[src/rtl/pulse_capture_counter.sv]
// Input-capture timer: measures the period or pulse width of an external
// signal in counts of the ena tick, with timeout, overrun and valid/ack.
module pulse_capture_counter #(
    parameter int BITS = 16
) (
    input  logic            clk,
    input  logic            rst,
    input  logic            ena,
    input  logic            sig,
    input  logic [1:0]      mode,
    input  logic            oneshot,
    input  logic            start,
    input  logic            stop,
    input  logic [BITS-1:0] top,
    input  logic            ack,
    output logic [BITS-1:0] capture,
    output logic            valid,
    output logic            ovr,
    output logic            tmo,
    output logic            busy
);

    typedef enum logic [1:0] {
        IDLE    = 2'd0,
        ARMED   = 2'd1,
        MEASURE = 2'd2
    } state_t;

    state_t          state;
    state_t          state_n;
    logic [BITS-1:0] cnt;
    logic [BITS-1:0] cnt_n;
    logic [BITS-1:0] cnt_one;

    logic s1;
    logic s2;
    logic p;
    logic rise;
    logic fall;
    logic start_edge;
    logic end_edge;
    logic period;
    logic ctl;
    logic in_meas;
    logic cap_evt;
    logic tmo_evt;

    // Two-flop synchroniser plus one flop of history for edge detection
    always_ff @(posedge clk or negedge rst) begin
        if (!rst) begin
            s1 <= 1'b0;
            s2 <= 1'b0;
            p  <= 1'b0;
        end else begin
            s1 <= sig;
            s2 <= s1;
            p  <= s2;
        end
    end

    assign rise = s2 & ~p;
    assign fall = ~s2 & p;

    // Modes 01/11 start on a falling edge; 01/10 end on a falling edge
    assign start_edge = mode[0] ? fall : rise;
    assign end_edge   = (mode[1] ^ mode[0]) ? fall : rise;
    assign period     = ~mode[1];

    assign cnt_one = {{(BITS-1){1'b0}}, ena};
    assign ctl     = ~stop & ~start;
    assign in_meas = (state == MEASURE);

    // An end edge beats a timeout in the same cycle; >= keeps it wrap-free
    assign cap_evt = in_meas & end_edge & ctl;
    assign tmo_evt = in_meas & ena & (cnt >= top) & ~end_edge & ctl;

    // Next state and next count; stop beats start, start beats edges
    always_comb begin
        state_n = state;
        cnt_n   = cnt;
        if (stop) begin
            state_n = IDLE;
            cnt_n   = '0;
        end else if (start) begin
            state_n = ARMED;
            cnt_n   = '0;
        end else begin
            unique case (state)
                IDLE: begin
                    state_n = IDLE;
                end
                ARMED: begin
                    if (start_edge) begin
                        state_n = MEASURE;
                        cnt_n   = cnt_one;
                    end
                end
                MEASURE: begin
                    if (end_edge) begin
                        if (oneshot) begin
                            state_n = IDLE;
                            cnt_n   = '0;
                        end else if (period) begin
                            cnt_n = cnt_one;
                        end else begin
                            state_n = ARMED;
                            cnt_n   = '0;
                        end
                    end else if (tmo_evt) begin
                        state_n = oneshot ? IDLE : ARMED;
                        cnt_n   = '0;
                    end else if (ena) begin
                        cnt_n = cnt + BITS'(1);
                    end
                end
                default: begin
                    state_n = IDLE;
                    cnt_n   = '0;
                end
            endcase
        end
    end

    // Control state, tick counter and registered busy
    always_ff @(posedge clk or negedge rst) begin
        if (!rst) begin
            state <= IDLE;
            cnt   <= '0;
            busy  <= 1'b0;
        end else begin
            state <= state_n;
            cnt   <= cnt_n;
            busy  <= (state_n != IDLE);
        end
    end

    // Result register and status flags; a fresh event outranks ack
    always_ff @(posedge clk or negedge rst) begin
        if (!rst) begin
            capture <= '0;
            valid   <= 1'b0;
            ovr     <= 1'b0;
            tmo     <= 1'b0;
        end else begin
            if (cap_evt) begin
                capture <= cnt;
            end

            if (cap_evt) begin
                valid <= 1'b1;
            end else if (ack) begin
                valid <= 1'b0;
            end

            if (cap_evt && valid && !ack) begin
                ovr <= 1'b1;
            end else if (ack) begin
                ovr <= 1'b0;
            end

            if (tmo_evt) begin
                tmo <= 1'b1;
            end else if (ack) begin
                tmo <= 1'b0;
            end
        end
    end

endmodule
[config.mk]
export PLATFORM = sky130hd
export DESIGN_NAME = pulse_capture_counter
export DESIGN_NICKNAME = d
export VERILOG_FILES = /design/src/rtl/pulse_capture_counter.sv
export SDC_FILE = /design/constraint.sdc
export NUM_CORES = 1
export LEC_CHECK = 0
export CAP_MARGIN = 40
export CELL_PAD_IN_SITES_DETAIL_PLACEMENT = 1
export CELL_PAD_IN_SITES_GLOBAL_PLACEMENT = 1
export CORE_MARGIN = 3
export CORE_UTILIZATION = 40
export DETAILED_ROUTE_END_ITERATION = 10
export HOLD_SLACK_MARGIN = 0.06
export PLACE_DENSITY = 0.79
export RECOVER_POWER = 50
export SYNTH_ARGS = -nofsm -noshare
export SYNTH_HDL_FRONTEND = slang
export SYNTH_SLANG_ARGS = --single-unit
[constraint.sdc]
create_clock -name clk -period 2.8 [get_ports clk]
set_input_delay 0.28 -clock clk [delete_from_list [all_inputs] [get_ports clk]]
set_output_delay 0.28 -clock clk [all_outputs]
set_load 0.05 [all_outputs]
Yosys cells after proc, flatten, opt, wreduce, memory -nomap -nowiden
Cells that the tools add are included.
{"block": "word_totals", "reg_bits": 41, "inputBits": 26, "output_inout_bits": 20}
{"block": "op_classes", "addsub": 1, "order_cmp": 1, "eq_ne": 5, "muxes": 24, "n_bitwise": 15, "n_reduce_logical": 9}
{"cell": "$mux 16", "count": 6}
{"cell": "$pmux 16 s3", "count": 1}
{"cell": "$add 16x1->16 const B", "count": 1}
{"cell": "$ge 16x16->1", "count": 1}
{"cell": "$mux 2", "count": 7}
{"cell": "$and 1x1->1", "count": 9}
{"cell": "$mux 1", "count": 9}
{"cell": "$reduce_bool 2->1", "count": 4}
{"cell": "$ne 6x5->1 const B", "count": 1}
{"cell": "$not 1->1", "count": 5}
{"cell": "$ne 4x4->1 const B", "count": 1}
{"cell": "$pmux 2 s2", "count": 1}
{"cell": "$ne 3x3->1 const B", "count": 1}
{"cell": "$reduce_and 3->1", "count": 1}
{"cell": "$eq 2x1->1 const B", "count": 1}
{"cell": "$eq 2x2->1 const B", "count": 1}
{"cell": "$logic_and 1x1->1", "count": 2}
{"cell": "$logic_not 2->1", "count": 1}
{"cell": "$logic_not 1->1", "count": 1}
{"cell": "$xor 1x1->1", "count": 1}

Depth between registers and ports, before layout
{"block": "logic_depth", "depth_word": 12, "depth_mapped": 9, "ltp_nobuf": 8}

Worst setup path after synthesis
No wires, ideal clock.
{"block": "synth_timing", "path_kind": "register to register", "start": "register cnt[13]", "end": "register cnt[2]", "setup_ps": 130, "arrival_time_ps": 2124, "t_required_ps": 2670, "path_slack_ps": 546, "stages_incl_launch_ff": 9, "n_path_buf": 1, "synth_period_minus_slack_ps": 2254, "path_cell_list": "dfrtp_1 ha_1 nand4_1 or3_1 a221o_1 a31o_2 nand3_2 buf_2 o21ai_0"}
{"block": "synth_between", "elab_chain_cells": 9}
{"element": "start: declaration", "line_no": "31", "rtl": "logic [BITS-1:0] cnt;"}
{"element": "start signal: assignment", "line_no": "132", "rtl": "cnt <= cnt_n;"}
{"element": "$ge 16x16->1 (*)", "line_no": "75", "rtl": "assign tmo_evt = in_meas & ena & (cnt >= top) & ~end_edge & ctl;"}
{"element": "$and 1x1->1 (*) (3 in series)", "line_no": "75"}
{"element": "$mux 16", "line_no": "109", "rtl": "end else if (tmo_evt) begin"}
{"element": "$mux 16", "line_no": "99", "rtl": "if (end_edge) begin"}
{"element": "$pmux 16 s3", "line_no": "88", "rtl": "unique case (state)"}
{"element": "$mux 16", "line_no": "84", "rtl": "end else if (start) begin"}
{"element": "$mux 16", "line_no": "81", "rtl": "if (stop) begin"}
Every way passes the cells marked *; elsewhere a longest branch is shown, timed or not.
A chain may end at the register's enable or synchronous reset.

Worst setup path after layout
Same ends and word-level chain as after synthesis.

==> flow_metrics.tcl <==
set metrics [dict create \
    status "finished, violations left" \
    violations "capacitance limit, slew limit" \
    yosys.area.top_type "dfrtp_1" \
    grt-ovfl-total 0 \
    clk_pin_slew_ns 0.08 \
    combPwrFrac_pct 10.3 \
    drt.antenna.violating_nets 0 \
    finalSetupTns_ns 0 \
    num_antenna_cells 0 \
    nFillCells 668 \
    vias 2106 \
    rsz0062_at_grt "false" \
    place_area_mm2 0.003033 \
    synth.distinct_cells 44 \
    power_frac_clock_pct 34.8 \
    first_iter_violations 83 \
    synth_seq_cells 41 \
    ioPinCount 46 \
    track_usage_pct 19.52 \
    postCtsResizedCells 0 \
    fin_ws_ns 0.2532 \
    hold_path.class "in -> async" \
    arrival_ns 2.70 \
    yosysTopAreaCellShare_pct 41.97 \
    synthAdderAreaFrac_pct 10.24 \
    hold_ws_ns 0.3561 \
    swShare_pct 24.61 \
    drv_cap 1 \
    vdd_ir_drop_max_v 0.0002599 \
    grt_pass1_wl_um 11290 \
    post_drt_via_cell_ratio 5.616 \
    synthToLayoutAreaGrowth_pct 27.48 \
    dr.pass1.iters 4 \
    numPortBuffers 45 \
    synthesis.nets 291 \
    worstSetupPathType "reg -> reg" \
    synth.area.top_cells "dfrtp_1 (42%), ha_1 (10%), mux2_2 (6.9%)" \
    final_layout_size_suffix_gt1_share_pct 13.20 \
    dieWidth_um 84.18 \
    nNetsFinal 348 \
    synthesis.area_mm2 0.002445 \
    numCtsBuffers 5 \
    rows 27 \
    grt_antenna_before_repair 0 \
    pre_cts_slack_ns -0.04882 \
    worstPathRequired_ns 2.95 \
    finalCritPeriodShare_pct 90.96 \
    skew_ns 0.003113 \
    fmax_mhz 392.6 \
    grt_pass1_vias 2298 \
    final_cell_area_mm2 0.003117 \
    yosys.area_share.simple_pct 14.59 \
    htree_levels 2 \
    grt_max_degree 38 \
    insertion_delay_ns 0.29 \
    synth_top_family_by_area "compound AO/OA/AOI/OAI gates" \
    leakagePower_nw 1.467 \
    critical_path.startpoint_type "flip-flop" \
    worstMarginPinSlew_ns 1.689 \
    yosysWarnings 0 \
    gp_congestion 0.7942 \
    synth-async-reset-ratio_pct 100.0 \
    synth_area_per_cell_um2 9.979 \
    ys_seq_area_share_pct 41.97 \
    cp-end-kind "flip-flop" \
    cts_tree "built" \
    postRouteWirelength_um 6459 \
    pwr-share-seq_pct 54.9 \
    powerDensity_mw_per_mm2 349.5 \
    drt-wirelength-per-cell_um 17.22 \
    root_buffer "clkbuf_8" \
    maxSlewViolCount 38 \
    hold_viol 0 \
    min_period_ns 2.547 \
    synth-edff-count 0 \
    power.internal_uw 821.2 \
    switchingPower_uw 268.1 \
    route.detailed.drc 0 \
    die_area_mm2 0.007086 \
    die_y_um 84.18 \
    ys.flop_type "dfrtp_1" \
    setup_violations 0 \
    dpl.hpwl_um 4976 \
    synth_compound_area_share_pct 17.81 \
    netlist_instances 245 \
    core-area_mm2 0.005709 \
    p_total_mw 1.089 \
    synthXorXnorAreaFrac_pct 1.075 \
    cts.sinks 41 \
    cts_buffer_depth 2 \
    slew_headroom_pct -12.57 \
    synthMuxAreaShare_pct 8.291 \
    start_util_pct 42.82 \
    cp_max_fo 16 \
]
[critical path, cell delays in order, from the launching register on]
cell,delay (ns)
dfrtp_1,0.47
ha_1,0.33
nand4_1,0.15
or3_1,0.43
a221o_1,0.31
a31o_2,0.28
nand3_2,0.27
o21ai_0,0.17
[stage by stage]
stage               std cells  utilization, %
finish                    375           54.59
global route              375           54.59
CTS                       375           54.74
detailed placement        366           53.12
global placement          365           52.77
floorplan                 245               -
[layer usage]
layer / vias up / track usage (%) / wire, µm
met5: - / 0 / 0
met2: 29 / 33.79 / 3335
met1: 1069 / 25.74 / 2911
li1: 1000 / - / -
met3: 8 / 3.238 / 143
met4: 0 / 4.094 / 68
[path summary, 6_finish.rpt]
| path | slack, ns | end | cells past startpoint | start |
|---|---|---|---|---|
| max | 0.25 | cnt[2] | 7 | cnt[13] |
| min | 0.36 | capture[4] | 2 | rst |
| max reg2reg | 0.25 | cnt[2] | 7 | cnt[13] |
| min reg2reg | 0.36 | s2 | 0 | s1 |
| max in group asynchronous | 0.48 | s2 | 3 | rst |
| min in group clk | 0.36 | s2 | 0 | s1 |
[Yosys cell counts, drive strengths merged, types with 4 or more instances]
cell / n
o21ai: 10
o31ai: 10
inv: 30
a21oi: 8
or3: 4
dfrtp: 41
mux2: 15
ha: 20
nand3: 16
buf: 5
nor2: 9
nand2b: 4
nand4: 6
nand2: 20
a2bb2oi: 10
nor3: 4
[state kept, by name, summed over array words and instances, names as in the netlist]
| name | count |
|---|---|
| capture | 16 |
| cnt | 16 |
| state | 2 |
| busy | 1 |
| ovr | 1 |
| p | 1 |
| s1 | 1 |
| s2 | 1 |
| tmo | 1 |
| valid | 1 |
[cell type report]
| class | instances | area (µm²) | area share, % |
|---|---|---|---|
| clock inverters | 2 | 10.01 | 0.3212 |
| multi-input cells | 168 | 1271 | 40.79 |
| clock buffers | 6 | 72.57 | 2.328 |
| flip-flops and latches | 41 | 1026 | 32.92 |
| well taps | 72 | 90.09 | 2.890 |
| repair buffers | 56 | 534.3 | 17.14 |
| inverters | 30 | 112.6 | 3.613 |
[logic make-up after synthesis]
logic type,after synthesis
mux,18
fa+ha+maj,20
xor+xnor,3
buf+inv,36
compound gates,59
flops,41
simple gates,68
[power groups by stage]
stage / clock network, mW / registers, mW / logic [mW]
final: 0.379 / 0.598 / 0.112
after global routing: 0.418 / 0.599 / 0.125
after CTS: 0.391 / 0.598 / 0.117
after detailed placement: 0 / 0.610 / 0.115
after global placement: 0 / 0.610 / 0.108
after floorplan: 0 / 0.612 / 0.0452
[what timing repair did]
action,4_1_cts,5_1_grt
hold buffers,1,0
buffers inserted,0,0
hold endpoints to repair,41,0
[cell usage in the layout, fill, tap and decap left out, drive strengths merged, types with 2 or more instances in the layout]
master         instances
dfrtp                 41
clkdlybuf4s50         36
inv                   30
nand2                 20
ha                    20
nand3                 16
mux2                  15
o21ai                 10
a2bb2oi               10
o31ai                 10
nor2                   9
dlygate4sd3            9
buf                    9
a21oi                  8
clkbuf                 7
nand4                  6
nand2b                 4
or3                    4
nor3                   4
o211ai                 3
mux2i                  3
a21o                   2
a31oi                  2
o22ai                  2
xnor2                  2
nor2b                  2
a32oi                  2
clkinv                 2
Note: power is estimated with default switching activity, not from simulation.
